File: config.mk
export PLATFORM = sky130hd
export DESIGN_NAME = alu_seq_flat
export DESIGN_NICKNAME = d
export VERILOG_FILES = /design/src/rtl/alu_seq_if.sv /design/src/rtl/alu_seq.sv /design/src/flat_wrapper.sv
export SDC_FILE = /design/constraint.sdc
export NUM_CORES = 1
export LEC_CHECK = 0
export BUFFER_PORTS_ARGS = -buffer_cell sky130_fd_sc_hd__buf_2
export CORE_ASPECT_RATIO = 0.75
export CORE_MARGIN = 1.5
export CORE_UTILIZATION = 35
export DETAILED_ROUTE_END_ITERATION = 8
export PLACE_DENSITY = 0.61
export SLEW_MARGIN = 10
export SYNTH_ARGS = -nofsm -noshare
export SYNTH_HDL_FRONTEND = slang
export SYNTH_SLANG_ARGS = --single-unit
export TNS_END_PERCENT = 10
File: constraint.sdc
create_clock -name clk -period 10.1 [get_ports clk]
set_clock_uncertainty 0.1 [all_clocks]
set_input_delay 2.02 -clock clk [delete_from_list [all_inputs] [get_ports clk]]
set_output_delay 2.02 -clock clk [all_outputs]
set_load 0.005 [all_outputs]
File: src/rtl/alu_seq_if.sv
// rtl/alu_seq_if.sv - request/result bundle between the control FSM and alu_seq
interface alu_seq_if #(
    parameter int WIDTH = 16
);
    logic             bgn;
    logic [5:0]       opcode;
    logic [WIDTH-1:0] A;
    logic [WIDTH-1:0] B;
    logic [WIDTH-1:0] acc1;
    logic [WIDTH-1:0] acc2;
    logic             zero;
    logic             negative;
    logic             carry;
    logic             overflow;
    logic             busy;
    logic             rdy;

    modport master (
        output bgn, opcode, A, B,
        input  acc1, acc2, zero, negative, carry, overflow, busy, rdy
    );

    modport slave (
        input  bgn, opcode, A, B,
        output acc1, acc2, zero, negative, carry, overflow, busy, rdy
    );
endinterface

File: src/rtl/alu_seq.sv
// rtl/alu_seq.sv - multi-cycle ALU: single-cycle logic/arith, iterative shift-add MUL and restoring DIV
module alu_seq #(
    parameter int WIDTH = 16
) (
    input  logic     clk,
    input  logic     rst_n,
    alu_seq_if.slave bus
);
    localparam int               CW        = $clog2(WIDTH + 1);
    localparam logic [CW-1:0]    LAST_ITER = CW'(WIDTH - 1);
    localparam logic [WIDTH-1:0] W_VAL     = WIDTH'(WIDTH);

    localparam logic [5:0] OP_NOP = 6'd0;
    localparam logic [5:0] OP_ADD = 6'd1;
    localparam logic [5:0] OP_SUB = 6'd2;
    localparam logic [5:0] OP_SHL = 6'd3;
    localparam logic [5:0] OP_SHR = 6'd4;
    localparam logic [5:0] OP_AND = 6'd5;
    localparam logic [5:0] OP_OR  = 6'd6;
    localparam logic [5:0] OP_XOR = 6'd7;
    localparam logic [5:0] OP_MUL = 6'd8;
    localparam logic [5:0] OP_DIV = 6'd9;

    typedef enum logic [1:0] {S_IDLE, S_EXEC, S_DONE} state_t;

    state_t           state_q;
    logic [5:0]       op_q;
    logic [WIDTH-1:0] a_q, b_q;
    logic [WIDTH-1:0] hi_q, lo_q;
    logic [CW-1:0]    cnt_q;
    logic [WIDTH-1:0] acc1_q, acc2_q;
    logic             zero_q, neg_q, carry_q, ovf_q, busy_q, rdy_q;

    logic [WIDTH:0]   add_w, sub_w, shl_w, shr_w;
    logic [WIDTH-1:0] alu_res_d;
    logic             alu_c_d, alu_v_d, alu_wr_d;

    always_comb begin
        add_w     = {1'b0, a_q} + {1'b0, b_q};
        sub_w     = {1'b0, a_q} - {1'b0, b_q};
        // The extra bit catches the last bit shifted out; amounts past WIDTH clear everything.
        shl_w     = (b_q <= W_VAL) ? ({1'b0, a_q} << b_q) : '0;
        shr_w     = (b_q <= W_VAL) ? ({a_q, 1'b0} >> b_q) : '0;
        alu_wr_d  = 1'b1;
        alu_res_d = '0;
        alu_c_d   = 1'b0;
        alu_v_d   = 1'b0;
        case (op_q)
            OP_ADD: begin
                alu_res_d = add_w[WIDTH-1:0];
                alu_c_d   = add_w[WIDTH];
                alu_v_d   = (a_q[WIDTH-1] == b_q[WIDTH-1]) && (add_w[WIDTH-1] != a_q[WIDTH-1]);
            end
            OP_SUB: begin
                alu_res_d = sub_w[WIDTH-1:0];
                alu_c_d   = sub_w[WIDTH];
                alu_v_d   = (a_q[WIDTH-1] != b_q[WIDTH-1]) && (sub_w[WIDTH-1] != a_q[WIDTH-1]);
            end
            OP_SHL: begin
                alu_res_d = shl_w[WIDTH-1:0];
                alu_c_d   = shl_w[WIDTH];
            end
            OP_SHR: begin
                alu_res_d = shr_w[WIDTH:1];
                alu_c_d   = shr_w[0];
            end
            OP_AND:  alu_res_d = a_q & b_q;
            OP_OR:   alu_res_d = a_q | b_q;
            OP_XOR:  alu_res_d = a_q ^ b_q;
            OP_NOP:  alu_wr_d  = 1'b0;
            default: alu_wr_d  = 1'b0;
        endcase
    end

    // One iteration of the MUL/DIV loop over the {hi_q, lo_q} working pair.
    logic [WIDTH:0]   mul_sum, rem_s, rem_sub;
    logic [WIDTH-1:0] step_hi_d, step_lo_d;

    always_comb begin
        mul_sum = lo_q[0] ? ({1'b0, hi_q} + {1'b0, a_q}) : {1'b0, hi_q};
        rem_s   = {hi_q, lo_q[WIDTH-1]};
        rem_sub = rem_s - {1'b0, b_q};
        if (op_q == OP_MUL) begin
            step_hi_d = mul_sum[WIDTH:1];
            step_lo_d = {mul_sum[0], lo_q[WIDTH-1:1]};
        end else begin
            step_hi_d = rem_sub[WIDTH] ? rem_s[WIDTH-1:0] : rem_sub[WIDTH-1:0];
            step_lo_d = {lo_q[WIDTH-2:0], ~rem_sub[WIDTH]};
        end
    end

    always_ff @(posedge clk or negedge rst_n) begin
        if (!rst_n) begin
            state_q <= S_IDLE;
            op_q    <= '0;
            a_q     <= '0;
            b_q     <= '0;
            hi_q    <= '0;
            lo_q    <= '0;
            cnt_q   <= '0;
            acc1_q  <= '0;
            acc2_q  <= '0;
            zero_q  <= 1'b0;
            neg_q   <= 1'b0;
            carry_q <= 1'b0;
            ovf_q   <= 1'b0;
            busy_q  <= 1'b0;
            rdy_q   <= 1'b0;
        end else begin
            case (state_q)
                S_IDLE: begin
                    rdy_q <= 1'b0;
                    if (bus.bgn) begin
                        op_q    <= bus.opcode;
                        a_q     <= bus.A;
                        b_q     <= bus.B;
                        hi_q    <= '0;
                        lo_q    <= (bus.opcode == OP_MUL) ? bus.B : bus.A;
                        cnt_q   <= '0;
                        busy_q  <= 1'b1;
                        state_q <= S_EXEC;
                    end
                end
                S_EXEC: begin
                    if (op_q == OP_MUL || (op_q == OP_DIV && b_q != '0)) begin
                        hi_q  <= step_hi_d;
                        lo_q  <= step_lo_d;
                        cnt_q <= cnt_q + CW'(1);
                        if (cnt_q == LAST_ITER) begin
                            acc1_q  <= step_lo_d;
                            acc2_q  <= step_hi_d;
                            zero_q  <= (step_lo_d == '0) && (step_hi_d == '0);
                            neg_q   <= (op_q == OP_MUL) ? step_hi_d[WIDTH-1] : step_lo_d[WIDTH-1];
                            carry_q <= 1'b0;
                            ovf_q   <= (op_q == OP_MUL) && (step_hi_d != '0);
                            state_q <= S_DONE;
                        end
                    end else if (op_q == OP_DIV) begin
                        acc1_q  <= '1;
                        acc2_q  <= a_q;
                        zero_q  <= 1'b0;
                        neg_q   <= 1'b1;
                        carry_q <= 1'b0;
                        ovf_q   <= 1'b1;
                        state_q <= S_DONE;
                    end else begin
                        if (alu_wr_d) begin
                            acc1_q  <= alu_res_d;
                            acc2_q  <= '0;
                            zero_q  <= (alu_res_d == '0);
                            neg_q   <= alu_res_d[WIDTH-1];
                            carry_q <= alu_c_d;
                            ovf_q   <= alu_v_d;
                        end
                        state_q <= S_DONE;
                    end
                end
                S_DONE: begin
                    rdy_q   <= 1'b1;
                    busy_q  <= 1'b0;
                    state_q <= S_IDLE;
                end
                default: state_q <= S_IDLE;
            endcase
        end
    end

    assign bus.acc1     = acc1_q;
    assign bus.acc2     = acc2_q;
    assign bus.zero     = zero_q;
    assign bus.negative = neg_q;
    assign bus.carry    = carry_q;
    assign bus.overflow = ovf_q;
    assign bus.busy     = busy_q;
    assign bus.rdy      = rdy_q;
endmodule

File: src/flat_wrapper.sv
// flat-port wrapper written by rule: the top's interface ports become plain ports
module alu_seq_flat 
#(
    parameter int WIDTH = 16
)
  (clk, rst_n, bus_bgn, bus_opcode, bus_A, bus_B, bus_acc1, bus_acc2, bus_zero, bus_negative, bus_carry, bus_overflow, bus_busy, bus_rdy);
  alu_seq_if #(.WIDTH(WIDTH)) bus_i ();
  input  logic clk;
  input  logic rst_n;
  input wire logic [$bits(bus_i.bgn)-1:0] bus_bgn;
  input wire logic [$bits(bus_i.opcode)-1:0] bus_opcode;
  input wire logic [$bits(bus_i.A)-1:0] bus_A;
  input wire logic [$bits(bus_i.B)-1:0] bus_B;
  output wire logic [$bits(bus_i.acc1)-1:0] bus_acc1;
  output wire logic [$bits(bus_i.acc2)-1:0] bus_acc2;
  output wire logic [$bits(bus_i.zero)-1:0] bus_zero;
  output wire logic [$bits(bus_i.negative)-1:0] bus_negative;
  output wire logic [$bits(bus_i.carry)-1:0] bus_carry;
  output wire logic [$bits(bus_i.overflow)-1:0] bus_overflow;
  output wire logic [$bits(bus_i.busy)-1:0] bus_busy;
  output wire logic [$bits(bus_i.rdy)-1:0] bus_rdy;
  assign bus_i.bgn = bus_bgn;
  assign bus_i.opcode = bus_opcode;
  assign bus_i.A = bus_A;
  assign bus_i.B = bus_B;
  assign bus_acc1 = bus_i.acc1;
  assign bus_acc2 = bus_i.acc2;
  assign bus_zero = bus_i.zero;
  assign bus_negative = bus_i.negative;
  assign bus_carry = bus_i.carry;
  assign bus_overflow = bus_i.overflow;
  assign bus_busy = bus_i.busy;
  assign bus_rdy = bus_i.rdy;
  alu_seq #(.WIDTH(WIDTH)) u_core (.clk(clk), .rst_n(rst_n), .bus(bus_i));
endmodule
==> flow_summary.ini, run 1 <==
[clock_network]
cts_setup_buffers = 0
clock-root-buffer = clkbuf_16
cts-buffers-inserted = 17
htree_levels = 4
clk_pin_slew_ns = 0.07
cts_tree = built
clockBufferDepth = 2
cts.sinks = 115
cts_hold_buffers = 0
cts_resized = 0
clock_latency_ns = 0.46

[floorplan]
die-area_um2 = 34300
die_y_um = 161
placementRows = 57
boundaryPins = 79
dieWidth_um = 213
coreArea_um2 = 32500
start_util_pct = 35.7

[critical_path]
arrival_ns = 5.45
path_max_fanout = 22
crit_required_ns = 10.34
rrSetupSlack_ns = 4.89
crit_type = reg2reg
r2r_end = u_core.bus.overflow
worstSetupEndpoint = u_core.bus.overflow
critical_path.startpoint = u_core.b_q[3]
regToRegStartpoint = u_core.b_q[3]
start_kind = register
worstSetupEndpointType = register
r2r_cells = 12

[run]
cap_violations = 0

[placed_design]
place.gp.congestion = 1.01
dpl.hpwl_mm = 35.8
numPortBuffers = 78
place_area_um2 = 12300

[synth]
synth.distinct_cells = 84
synthFlopType = dfrtp_1
syn_inst = 1452
netlist_area_um2 = 11600
post_synth_main_area_contributors = dfrtp_1 (25%), ha_1 (8.8%), nand2_1 (6.0%), o21ai_0 (5.5%), mux4_2 (5.0%)
synth_edf_count = 0
synth-seq-cells = 115
avgSynthCellArea_um2 = 7.99
syn_nets = 1579
async_flop_share_pct = 100
synth_top_area_share_pct = 24.8
synth_top_cell_by_area = dfrtp_1
synth_seq_area_share_pct = 24.8
yosysWarnings = 0

[timing]
tightest_slew_ns = 1.24
setup_viol = 0
final-max-slew-violation-count = 0
relSlewSlack_pct = 16.6
tns_ns = 0
period_share_pct = 51.6
finalCriticalPeriod_ns = 5.21
rsz0062_at_grt = no
finalHoldViolCount = 0
hold_ws_ns = 0.373
fmax_mhz = 192

[cells_and_area]
final_core_util_pct = 39.8
final-seq-area_um2 = 2880
antenna_cells = 0
multiInputGateArea_um2 = 8080
syn_to_final_growth_pct = 11.6
layout-drive-gt1-share_pct = 13.5
nFillCells = 3374
nets = 1598
fin_area_um2 = 12900

[grt]
grt_pass1_wl_mm = 71.3
antenna_found_initial = 0
grt-ovfl-total = 0
grt_max_degree = 73
grt_pass1_vias = 11108
grt.total_usage_pct = 27.9

[pwr]
vdd_drop_max_mv = 0.273
leakagePower_nw = 5.73
p_per_area_nw_per_um2 = 356

[run_status]
status = finished clean

[detailed_routing]
vias_per_cell = 6.36
drt_iter0_drc = 1595
vias = 12243
antenna_left = 0
wl_per_cell_um = 24.8
first_pass_iters = 7
drc_errors = 0
drt_wl_total_mm = 47.8

[min_path]
hold_class = reg2reg
## cell usage after synthesis (all sizes together) (28+ instances only)
| cell type | instances |
|---|---|
| nor3 | 32 |
| nor2 | 116 |
| mux2i | 53 |
| nand3 | 45 |
| a21oi | 83 |
| dfrtp | 115 |
| a211oi | 28 |
| ha | 82 |
| buf | 28 |
| o21ai | 130 |
| nand2 | 185 |
| clkbuf | 76 |
| inv | 65 |
## worst max-delay path, cell delays in order, from the launching register on
cell and delay, ns:
dfrtp_1 0.83, inv_1 0.54, ha_1 0.51, nand3_1 0.09, o22ai_1 0.28, o211ai_1 0.17
nand3_1 0.27, nand3_2 0.27, o311ai_0 0.68, nand4_1 0.20, nor4_1 0.61, nand4b_1 0.21
a221o_1 0.34
## worst min-delay path by stage
| stage | cells past startpoint | slack, ns | to | startpoint |
|---|---|---|---|---|
| after floorplan | 1 | 0.34 | u_core.bus.busy | u_core.state_q[1] |
| after global placement | 2 | 0.36 | u_core.bus.acc1[3] | u_core.bus.acc1[3] |
| after detailed placement | 1 | 0.36 | u_core.bus.acc1[12] | u_core.bus.acc1[12] |
| after CTS | 1 | 0.38 | u_core.bus.acc1[12] | u_core.bus.acc1[12] |
| after global routing | 2 | 0.41 | u_core.bus.acc2[0] | u_core.bus.acc2[0] |
| final | 1 | 0.37 | u_core.bus.acc1[12] | u_core.bus.acc1[12] |
## power breakdown
group	leakage, nW	switching, mW	internal [mW]
Combinational	3.96	1.97	1.12
Sequential	1.48	0.261	0.614
Clock	0.292	0.273	0.377
Total	5.73	2.50	2.11
## placed cells by master, fill, tap and decap left out, types with 13 or more instances in the layout
| cell type | netlist | routed |
|---|---|---|
| nand2_1 | 185 | 184 |
| o21ai_0 | 128 | 128 |
| dfrtp_1 | 115 | 114 |
| nor2_1 | 116 | 113 |
| a21oi_1 | 83 | 83 |
| ha_1 | 82 | 82 |
| buf_2 | 16 | 77 |
| inv_1 | 64 | 64 |
| mux2i_1 | 53 | 53 |
| nand3_1 | 44 | 44 |
| nor3_1 | 32 | 31 |
| a211oi_1 | 27 | 27 |
| buf_4 | 2 | 27 |
| mux4_2 | 26 | 26 |
| a21o_1 | 22 | 22 |
| a22oi_1 | 20 | 20 |
| clkbuf_16 | 0 | 17 |
| o22ai_1 | 16 | 16 |
| mux2_2 | 16 | 16 |
| nor4_1 | 15 | 15 |
| nand4_1 | 15 | 15 |
| nand2b_1 | 16 | 15 |
| or3_1 | 14 | 14 |
| o211ai_1 | 14 | 14 |
| a221oi_1 | 14 | 14 |
| o31ai_1 | 13 | 13 |
## metrics by stage
stage / power, mW / cells / setup slack (ns)
CTS: 4.50 / 1926 / 5.11
global placement: 3.81 / 1894 / 5.38
global route: 4.86 / 1926 / 4.55
floorplan: 2.88 / 1452 / 6.18
finish: 4.61 / 1926 / 4.89
detailed placement: 3.83 / 1894 / 5.13
## cell type report
| class | instances | area share [%] |
|---|---|---|
| Tap cell | 442 | 4.27 |
| Clock buffer | 18 | 3.39 |
| Multi-Input combinational cell | 1168 | 62.4 |
| Inverter | 65 | 1.88 |
| Timing Repair Buffer | 104 | 4.54 |
| Clock inverter | 14 | 1.30 |
| Sequential cell | 115 | 22.2 |
## logic make-up after synthesis
group | after synthesis | synth area share, %
and+or+nand+nor | 504 | 20.4
DFF | 115 | 24.8
AOI/OAI and AO/OA | 461 | 26.6
xor gates and xnor gates | 22 | 1.66
buffers and inverters | 169 | 5.78
muxes | 95 | 11.2
adders and majority gates | 86 | 9.53
## sequential cells by signal, indices dropped and copies added (netlist names), 2 cells and up
| register | flops |
|---|---|
| u_core.op_q | 6 |
| u_core.hi_q | 16 |
| u_core.lo_q | 16 |
| u_core.a_q | 16 |
| u_core.bus.acc2 | 16 |
| u_core.bus.acc1 | 16 |
| u_core.cnt_q | 5 |
| u_core.b_q | 16 |
| u_core.state_q | 2 |
## layer usage
metal | track usage, % | part of all wire [%] | wire (um) | up-vias
li1 | - | - | - | 5441
met1 | 43.4 | 46 | 22000 | 5945
met2 | 36.1 | 39 | 18400 | 780
met3 | 8.13 | 13 | 6120 | 77
met4 | 8.39 | 2.5 | 1210 | 0
met5 | 0 | 0 | 0 | -
Power figures use the tool's default switching activity.
==> run 2, diff against run 1 <==
--- a/config.mk
+++ b/config.mk
@@ -10,7 +10,7 @@
 export CORE_MARGIN = 1.5
 export CORE_UTILIZATION = 35
 export DETAILED_ROUTE_END_ITERATION = 8
-export PLACE_DENSITY = 0.61
+export PLACE_DENSITY = 0.63
 export SLEW_MARGIN = 10
 export SYNTH_ARGS = -nofsm -noshare
 export SYNTH_HDL_FRONTEND = slang
==> constraint.sdc (replaced) <==
create_clock -name clk -period 4.7 [get_ports clk]
set_clock_uncertainty 0.1 [all_clocks]
set_input_delay 0.94 -clock clk [delete_from_list [all_inputs] [get_ports clk]]
set_output_delay 0.94 -clock clk [all_outputs]
set_load 0.005 [all_outputs]
==> flow_summary.ini, run 2 (synthesis gave the netlist of run 1 again) <==
[critical_path]
r2r_cells = 12
crit_family = compound AO/OA/AOI/OAI gates
start_kind = register
arrival_ns = 4.79
regToRegStartpoint = u_core.a_q[0]
rrSetupSlack_ns = 0.19
r2r_end = u_core.bus.zero
path_max_fanout = 10
crit_required_ns = 4.99
crit_type = reg2reg
worstSetupEndpointType = register
path_buf_inv = 0
critical-path-max-stage-delay_ns = 0.54
critPathSlowestCell = dfrtp_1
crit_chain = ha_1 > fa_1 > a211oi_1 > o21ai_0 > a2111oi_0 > nor3_1 > a221o_1 > a211oi_1 > and3_1 > nand4_1 > nor4_2 > a221o_1

[floorplan]
die-area_um2 = 34300
die_y_um = 161
dieWidth_um = 213
boundaryPins = 79
coreArea_um2 = 32500
start_util_pct = 35.7
placementRows = 57

[clock_network]
cts_setup_buffers = 0
clockBufferDepth = 2
clock-root-buffer = clkbuf_16
cts_tree = built
cts.sinks = 115
clock_latency_ns = 0.45
htree_levels = 4
cts_resized = 0
clk_pin_slew_ns = 0.06
cts-buffers-inserted = 17
cts_hold_buffers = 0

[cells_and_area]
nFillCells = 3334
multiInputGateArea_um2 = 8070
final-seq-area_um2 = 2880
final_common_cell = nand2_1
layout-drive-gt1-share_pct = 15.5
most-common-layout-cells = nand2_1 (184), o21ai_0 (128), nor2_1 (114), dfrtp_1 (114), a21oi_1 (83)
final_core_util_pct = 40.8
syn_to_final_growth_pct = 14.4
nets = 1636
finalNonFillerCells = 1964
antenna_cells = 0
fin_area_um2 = 13300

[placed_design]
place_area_um2 = 12600
pre_cts_ws_ns = 0.358
dpl.hpwl_mm = 38.0
post-place-cells = 1932
place.gp.congestion = 1.05
numPortBuffers = 78

[timing]
period_share_pct = 95.9
finalCriticalPeriod_ns = 4.51
rsz0062_at_grt = no
tightest_slew_ns = 0.969
final-max-slew-violation-count = 0
tns_ns = 0
fmax_mhz = 222
hold_ws_ns = 0.369
setup_viol = 0
finalWorstSetupSlack_ns = 0.194
finalHoldViolCount = 0
relSlewSlack_pct = 33.7

[detailed_routing]
wl_per_cell_um = 24.9
vias = 12395
drc_errors = 0
first_pass_iters = 7
drt_wl_total_mm = 48.9
vias_per_cell = 6.31
drt_iter0_drc = 1747
antenna_left = 0

[pwr]
p_per_area_nw_per_um2 = 770
totalPowerFinal_mw = 10.2
vdd_drop_max_mv = 0.426
leakagePower_nw = 5.93

[grt]
grt_pass1_wl_mm = 72.7
grt.total_usage_pct = 28.6
antenna_found_initial = 0
grt_max_degree = 73
grt-ovfl-total = 0
grt_pass1_vias = 11295

[min_path]
whs_path_depth = 2
whs_endpoint = u_core.bus.acc2[3]
hold_class = reg2reg
min-delay-start = u_core.bus.acc2[3]

[run_status]
status = finished clean

[run]
cap_violations = 0
-- run 2: cell count changes in the layout (fill, tap and decap cells not counted), moves of 2 or more --
cell       before  now
buf_4          27   65
inv_8           2    0
clkinv_4        4    2
bufinv_16       2    5
clkinv_2        0    3
inv_6           4    1
-- run 2: worst register-to-register path: cells and delay by family (launching register included) --
family,cells,cell delay [ns]
AO/OA/AOI/OAI,6,2.23
adder cells (fa/ha/maj),2,0.82
AND/OR/NAND/NOR,4,0.77
flip-flops,1,0.54
-- run 2: how the worst max path moves through the flow --
stage,startpoint,to,slack [ns],cells past startpoint
CTS,u_core.a_q[0],u_core.bus.zero,0.35,12
floorplan,u_core.b_q[1],u_core.bus.zero,0.78,13
detailed placement,u_core.a_q[0],u_core.bus.zero,0.36,12
global placement,u_core.a_q[0],u_core.bus.zero,0.43,12
global route,u_core.a_q[0],u_core.bus.zero,0.08,12
finish,u_core.a_q[0],u_core.bus.zero,0.19,12
-- run 2: cell type report --
cell class                      count  area share, %
Multi-Input combinational cell   1168           60.8
Clock inverter                     13           1.56
Sequential cell                   115           21.7
Clock buffer                       19           3.34
Timing Repair Buffer              142           6.58
Inverter                           65           1.84
Tap cell                          442           4.17
-- run 2: per-layer routing --
layer  share of wire [%]  global-route usage, %  wire (um)
met1                  45                   42.7      22100
met2                  39                   37.7      19000
met3                  14                   10.6       6690
met4                 2.2                   7.52       1090
met5               0.074                      0         36
-- run 2: report_power, final --
part           leakage (nW)  switching (mW)  internal (mW)
Sequential             1.48           0.462           1.32
Clock                 0.313           0.529          0.953
Combinational          4.14            4.42           2.53
Total                  5.93            5.41           4.81
